### config.mk
export PLATFORM = sky130hd
export DESIGN_NAME = btn_move_conditioner
export DESIGN_NICKNAME = d
export VERILOG_FILES = /design/src/rtl/btn_move_conditioner.sv
export SDC_FILE = /design/constraint.sdc
export NUM_CORES = 1
export LEC_CHECK = 0
export ABC_AREA = 1
export BUFFER_PORTS_ARGS = -buffer_cell sky130_fd_sc_hd__buf_2
export CAP_MARGIN = 20
export CORE_MARGIN = 2
export CORE_UTILIZATION = 40
export CTS_CLUSTER_DIAMETER = 60
export CTS_CLUSTER_SIZE = 12
export DETAILED_ROUTE_END_ITERATION = 10
export GPL_TIMING_DRIVEN = 0
export PLACE_DENSITY = 0.61
export SYNTH_ARGS = -nofsm -noshare
export SYNTH_HDL_FRONTEND = slang
export SYNTH_SLANG_ARGS = --single-unit
export TNS_END_PERCENT = 50
### constraint.sdc
create_clock -name clk -period 2.4 [get_ports clk]
set_input_delay 0.24 -clock clk [delete_from_list [all_inputs] [get_ports clk]]
set_output_delay 0.24 -clock clk [all_outputs]
set_load 0.03 [all_outputs]
### src/rtl/btn_move_conditioner.sv
`default_nettype none
// ============================================================================
// Module   : btn_move_conditioner
// Purpose  : Front end of the player-movement logic. Synchronises and
//            debounces the four raw direction buttons, resolves conflicting
//            presses into a single direction and emits registered, one-hot,
//            single-cycle move pulses. Hold-to-repeat is optional.
// Config   : `define AUTO_REPEAT_EN builds the hold-to-repeat timer
//            (HOLD -> REPEAT). Without it, every accepted press or
//            direction change produces exactly one pulse.
// Ports    : clk        - system clock, all state on posedge
//            reset      - asynchronous, active-low reset
//            tick       - 1-clk time-base strobe; counters advance only on it
//            enable     - 1 = moves allowed, 0 = game frozen
//            btnU/D/L/R - raw asynchronous active-high buttons
//            btn_db     - debounced levels {R,L,D,U}
//            move_*     - 1-clk move pulses, at most one high per clk
// Revision : 1.0 - initial release
// ============================================================================
module btn_move_conditioner #(
  parameter int CNT_W          = 8,
  parameter int DEBOUNCE_TICKS = 4,
  parameter int REPEAT_DELAY   = 8,
  parameter int REPEAT_RATE    = 3
) (
  input  logic       clk,
  input  logic       reset,
  input  logic       tick,
  input  logic       enable,
  input  logic       btnU,
  input  logic       btnD,
  input  logic       btnL,
  input  logic       btnR,
  output logic [3:0] btn_db,
  output logic       move_up,
  output logic       move_down,
  output logic       move_left,
  output logic       move_right
);

  localparam logic [1:0] c_ST_IDLE     = 2'd0;
  localparam logic [1:0] c_ST_HOLD     = 2'd1;
`ifdef AUTO_REPEAT_EN
  localparam logic [1:0] c_ST_REPEAT   = 2'd2;
`endif
  localparam logic [1:0] c_ST_WAIT_REL = 2'd3;

  localparam logic [CNT_W-1:0] c_DEB_LAST = CNT_W'(DEBOUNCE_TICKS - 1);

  logic [3:0] w_raw;
  logic [3:0] w_db;
  logic [3:0] w_dir;
  logic       w_any;

  assign w_raw  = {btnR, btnL, btnD, btnU};
  assign btn_db = w_db;

  // --------------------------------------------------------------------------
  // Per-button synchroniser and debouncer
  // --------------------------------------------------------------------------
  for (genvar gi = 0; gi < 4; gi++) begin : g_btn
    logic             sync1_q;
    logic             sync2_q;
    logic             cand_q;
    logic             cand_d;
    logic             db_q;
    logic             db_d;
    logic [CNT_W-1:0] cnt_q;
    logic [CNT_W-1:0] cnt_d;

    // The counter saturates at DEBOUNCE_TICKS; it restarts only when the
    // synchronised level departs from the candidate.
    always_comb begin
      cand_d = cand_q;
      cnt_d  = cnt_q;
      db_d   = db_q;
      if (sync2_q != cand_q) begin
        cand_d = sync2_q;
        cnt_d  = '0;
      end else if (tick && (cnt_q <= c_DEB_LAST)) begin
        cnt_d = cnt_q + 1'b1;
        if (cnt_q == c_DEB_LAST) begin
          db_d = cand_q;
        end
      end
    end

    always_ff @(posedge clk or negedge reset) begin
      if (!reset) begin
        sync1_q <= 1'b0;
        sync2_q <= 1'b0;
        cand_q  <= 1'b0;
        cnt_q   <= '0;
        db_q    <= 1'b0;
      end else begin
        sync1_q <= w_raw[gi];
        sync2_q <= sync1_q;
        cand_q  <= cand_d;
        cnt_q   <= cnt_d;
        db_q    <= db_d;
      end
    end

    assign w_db[gi] = db_q;
  end

  // --------------------------------------------------------------------------
  // Direction resolve: opposing buttons cancel, vertical wins over horizontal
  // --------------------------------------------------------------------------
  always_comb begin
    w_dir = 4'b0000;
    if (w_db[1] && !w_db[0]) begin
      w_dir = 4'b0010;
    end else if (w_db[0] && !w_db[1]) begin
      w_dir = 4'b0001;
    end else if (w_db[3] && !w_db[2]) begin
      w_dir = 4'b1000;
    end else if (w_db[2] && !w_db[3]) begin
      w_dir = 4'b0100;
    end
  end

  assign w_any = |w_dir;

  // --------------------------------------------------------------------------
  // Move FSM
  // --------------------------------------------------------------------------
  logic [1:0] state_q;
  logic [1:0] state_d;
  logic [3:0] dir_q;
  logic [3:0] dir_d;
  logic [3:0] move_q;
  logic [3:0] move_d;
  logic       w_dir_chg;

  assign w_dir_chg = (w_dir != dir_q);

`ifdef AUTO_REPEAT_EN
  localparam logic [CNT_W-1:0] c_DELAY_LAST = CNT_W'(REPEAT_DELAY - 1);
  localparam logic [CNT_W-1:0] c_RATE_LAST  = CNT_W'(REPEAT_RATE - 1);

  logic [CNT_W-1:0] rpt_q;
  logic [CNT_W-1:0] rpt_d;
  logic [CNT_W-1:0] w_rpt_last;
  logic             w_rpt_hit;

  assign w_rpt_last = (state_q == c_ST_REPEAT) ? c_RATE_LAST : c_DELAY_LAST;
  assign w_rpt_hit  = tick && (rpt_q == w_rpt_last);

  always_ff @(posedge clk or negedge reset) begin
    if (!reset) begin
      rpt_q <= '0;
    end else begin
      rpt_q <= rpt_d;
    end
  end
`else
  // Repeat timing is meaningless without auto-repeat; the parameters are
  // kept so both builds share one parameter list.
  logic w_unused_cfg;
  assign w_unused_cfg = ^{32'(REPEAT_DELAY), 32'(REPEAT_RATE)};
`endif

  // State register
  always_ff @(posedge clk or negedge reset) begin
    if (!reset) begin
      state_q <= c_ST_IDLE;
      dir_q   <= 4'b0000;
      move_q  <= 4'b0000;
    end else begin
      state_q <= state_d;
      dir_q   <= dir_d;
      move_q  <= move_d;
    end
  end

  // Next-state logic. Freezing always wins; a button still held when the
  // freeze ends must be released before any further move is accepted.
  always_comb begin
    state_d = state_q;
    if (!enable) begin
      state_d = w_any ? c_ST_WAIT_REL : c_ST_IDLE;
    end else begin
      case (state_q)
        c_ST_IDLE: begin
          if (w_any) state_d = c_ST_HOLD;
        end
        c_ST_HOLD: begin
          if (!w_any) begin
            state_d = c_ST_IDLE;
          end else if (w_dir_chg) begin
            state_d = c_ST_HOLD;
`ifdef AUTO_REPEAT_EN
          end else if (w_rpt_hit) begin
            state_d = c_ST_REPEAT;
`endif
          end
        end
`ifdef AUTO_REPEAT_EN
        c_ST_REPEAT: begin
          if (!w_any) begin
            state_d = c_ST_IDLE;
          end else if (w_dir_chg) begin
            state_d = c_ST_HOLD;
          end
        end
`endif
        c_ST_WAIT_REL: begin
          if (!w_any) state_d = c_ST_IDLE;
        end
        default: state_d = c_ST_IDLE;
      endcase
    end
  end

  // Output / datapath logic: pulse, latched direction and repeat counter
  always_comb begin
    move_d = 4'b0000;
    dir_d  = dir_q;
`ifdef AUTO_REPEAT_EN
    rpt_d  = rpt_q;
`endif
    if (enable) begin
      case (state_q)
        c_ST_IDLE: begin
          if (w_any) begin
            move_d = w_dir;
            dir_d  = w_dir;
`ifdef AUTO_REPEAT_EN
            rpt_d  = '0;
`endif
          end
        end
`ifdef AUTO_REPEAT_EN
        c_ST_HOLD, c_ST_REPEAT: begin
`else
        c_ST_HOLD: begin
`endif
          if (w_any) begin
            if (w_dir_chg) begin
              move_d = w_dir;
              dir_d  = w_dir;
`ifdef AUTO_REPEAT_EN
              rpt_d  = '0;
            end else if (w_rpt_hit) begin
              move_d = dir_q;
              rpt_d  = '0;
            end else if (tick && (rpt_q < w_rpt_last)) begin
              rpt_d  = rpt_q + 1'b1;
`endif
            end
          end
        end
        default: ;
      endcase
    end
  end

  assign move_up    = move_q[0];
  assign move_down  = move_q[1];
  assign move_left  = move_q[2];
  assign move_right = move_q[3];

endmodule
`default_nettype wire

==> results.yml <==
run_status:
  status: "completed"
pwr:
  worst_ir_drop_vdd_mv: 0.596
  static-leakage-power_nw: 1.51
  power.density_cell_area_nw_per_um2: 1050
  power_mw: 3.02
setup_path:
  worstPathCellList: "inv_1, ha_1, nor2_2, nand3_2, nand3_2, nand2_2, nor2_2, o21ai_2, nand2_1, nand2_1"
  critPathLaunchType: "flop"
  cpMaxStageDelayCell: "sky130_fd_sc_hd__dfrtp_1"
  critical_path.max_fanout: 6
  critical-path-max-stage-delay_ns: 0.40
  critPathBufInv: 1
  family_of_cells_with_the_greatest_summed_delay_on_the_critical_path: "simple AND/OR/NAND/NOR gates"
  data_required_critical_path_ns: 2.61
  r2r_start: "g_btn[0].db_q$_DFFE_PN0P_"
  setup.worst_path.end_class: "flop"
  arrival_ns: 1.95
  critical_path.startpoint: "g_btn[0].db_q$_DFFE_PN0P_"
  worst-setup-path-type: "flop to flop"
worst_hold_path:
  hold_path_startpoint: "btnU"
  hold_path_class: "input pin to flop"
logic_synthesis:
  avgSynthCellArea_um2: 9.49
  mappedNetlistNets: 271
  ys_ff_latch: 58
  netlist-cell-type-count: 24
  synth.cell_area_um2: 2430
  yosysWarnings: 0
  netlist_instances: 256
  synth_seq_area_share: 0.597
timing:
  final.period_utilization: 0.721
  timing.final.crit_period_ns: 1.73
  grt_setup_unrepaired: "no"
  timing_worst_slew_pin_value_ns: 0.460
  maxClockFrequency_mhz: 578
  relSlewSlack: 0.693
  hold_viol_final: 0
  finalHoldWorstSlack_ns: 0.0245
  setup_tns_ns: 0
  skew_final_ns: 0.00971
  setup-violations-final: 0
  drv_slew: 0
global_route:
  global_route.usage.total: 0.137
  vias_in_the_first_global_route: 1589
  grt_first_pass_wirelength_mm: 6.80
  grt_start_max_net_pins: 40
  grt_antenna_before_repair: 0
  gr_ovfl_total: 0
clocking:
  cts-buffers-inserted: 9
  cts.sink_count: 58
  cts_max_level: 3
  clk_path_buf_depth: 2
  cts_clk_pin_slew_worst_paths_ns: 0.06
  ctsResizeCount: 0
  clock_insertion_delay_worst_skew_ns: 0.33
  cts.root.buffer_cell: "sky130_fd_sc_hd__clkbuf_8"
  tritoncts: "built"
route:
  drt_iter0_drc: 90
  detail-route-antenna-nets: 0
  via_count: 1609
  drt-pass1-iter-count: 4
  drt_drc_violations_left: 0
  totalWireLength_mm: 3.80
  drt-wirelength-per-cell_um: 10.4
  vias_per_cell: 4.38
final_layout:
  final_non_filler_cell_total: 367
  most_common_library_cell_in_the_layout_ignoring_fill_and_taps: "sky130_fd_sc_hd__dfrtp_1"
  ff_latch_area_um2: 1450
  nFillCells: 557
  areaGrowthSynthToFinish_pct: 18.4
  post-route-util: 0.489
  num_antenna_cells: 0
  layout_common_cells: "58 x sky130_fd_sc_hd__dfrtp_1, 51 x sky130_fd_sc_hd__inv_1, 36 x sky130_fd_sc_hd__nand2_1, 36 x sky130_fd_sc_hd__nor2_1, 15 x sky130_fd_sc_hd__buf_2"
  num-nets-final: 302
  multiInputGateArea_um2: 738
  final_layout_size_suffix_gt1_frac: 0.175
floorplan:
  ioPinCount: 16
  floorplan.initialDensity: 0.413
  core_area_um2: 5890
  die_w_um: 81.9
  die_area_um2: 6710
  dieHeight_um: 81.9
  fp-row-count: 28
place:
  placed_cells: 347
  place.gp.congestion: 0.716
  detailedPlacementHpwl_mm: 2.67
  port_buffers: 15
flow_run:
  max-cap-violations: 0
[worst reg2reg max path, stage by stage, from the launching register on]
cell and delay, ns:
sky130_fd_sc_hd__dfrtp_1 0.40, sky130_fd_sc_hd__inv_1 0.08, sky130_fd_sc_hd__ha_1 0.28, sky130_fd_sc_hd__nor2_2 0.20, sky130_fd_sc_hd__nand3_2 0.12, sky130_fd_sc_hd__nand3_2 0.14
sky130_fd_sc_hd__nand2_2 0.08, sky130_fd_sc_hd__nor2_2 0.09, sky130_fd_sc_hd__o21ai_2 0.09, sky130_fd_sc_hd__nand2_1 0.07, sky130_fd_sc_hd__nand2_1 0.05
[final timing paths]
kind,end,slack (ns),cells after the start
setup / recovery,dir_q[1]$_DFFE_PN0P_,0.67,10
hold / removal,g_btn[0].sync1_q$_DFF_PN0_,0.02,1
setup reg to reg,dir_q[1]$_DFFE_PN0P_,0.67,10
hold reg to reg,g_btn[0].sync2_q$_DFF_PN0_,0.35,0
max in group asynchronous,state_q[1]$_DFFE_PN0P_,1.45,3
min in group asynchronous,g_btn[3].cnt_q[3]$_DFFE_PN0P_,0.40,2
[stage by stage]
| stage | worst slack, ns | cell area (um^2) |
|---|---|---|
| after global routing | 0.467 | 2880 |
| after CTS | 0.652 | 2880 |
| after detailed placement | 0.659 | 2620 |
| after floorplan | 0.887 | 2430 |
| final | 0.669 | 2880 |
| after global placement | 0.662 | 2600 |
[layout make-up]
type / instances / area share
buffer: 8 / 0.0157
clock inverter: 5 / 0.0270
inverter: 52 / 0.0678
clock buffer: 11 / 0.0491
sequential: 58 / 0.504
timing repair buffer: 20 / 0.0470
multi-input combinational: 138 / 0.257
tap: 75 / 0.0326
[Yosys cell counts (all sizes together)]
library cell | instances | share of area
a21oi | 11 | 0.023
o21ai | 8 | 0.018
nand2 | 41 | 0.073
nor3 | 3 | 0.0062
xor2 | 1 | 0.0036
a22o | 1 | 0.0036
xnor2 | 3 | 0.011
nand4 | 5 | 0.013
nor2 | 40 | 0.066
inv | 52 | 0.080
buf | 4 | 0.012
dfrtp | 58 | 0.60
nand3 | 17 | 0.048
a22oi | 1 | 0.0031
clkbuf | 4 | 0.0062
ha | 7 | 0.036
[layer usage]
layer / global-route usage / share of wire / vias up
met1: 0.172 / 0.49 / 736
met3: 0.0396 / 0.037 / 9
li1: - / - / 837
met5: 0 / 0 / -
met2: 0.210 / 0.45 / 27
met4: 0.0800 / 0.022 / 0
[timing repair]
item,in CTS,in global routing
endpoints found under the hold margin,22,0
hold buffers,4,0
buffers inserted,0,0
[state kept, by name, summed over array words and instances (netlist names)]
| signal | count |
|---|---|
| g_btn.sync2_q | 4 |
| g_btn.cand_q | 4 |
| state_q | 2 |
| g_btn.cnt_q | 32 |
| dir_q | 4 |
| g_btn.db_q | 4 |
| move_q | 4 |
| g_btn.sync1_q | 4 |
[power by group]
group	internal, mW	total [mW]	switching, mW
logic	0.297	0.817	0.520
registers	1.11	1.21	0.0999
clock network	0.610	0.986	0.376
[cell families (layout without fill, tap and decap cells)]
logic type      count (synthesis)  count (layout)  share of synthesized area
flops                          58              58                      0.597
fa+ha+maj                       7               7                     0.0360
compound gates                 21              21                     0.0474
simple gates                  106             106                      0.206
xor+xnor                        4               4                     0.0144
buf+inv                        60              96                     0.0989
Power figures use the tool's default switching activity.
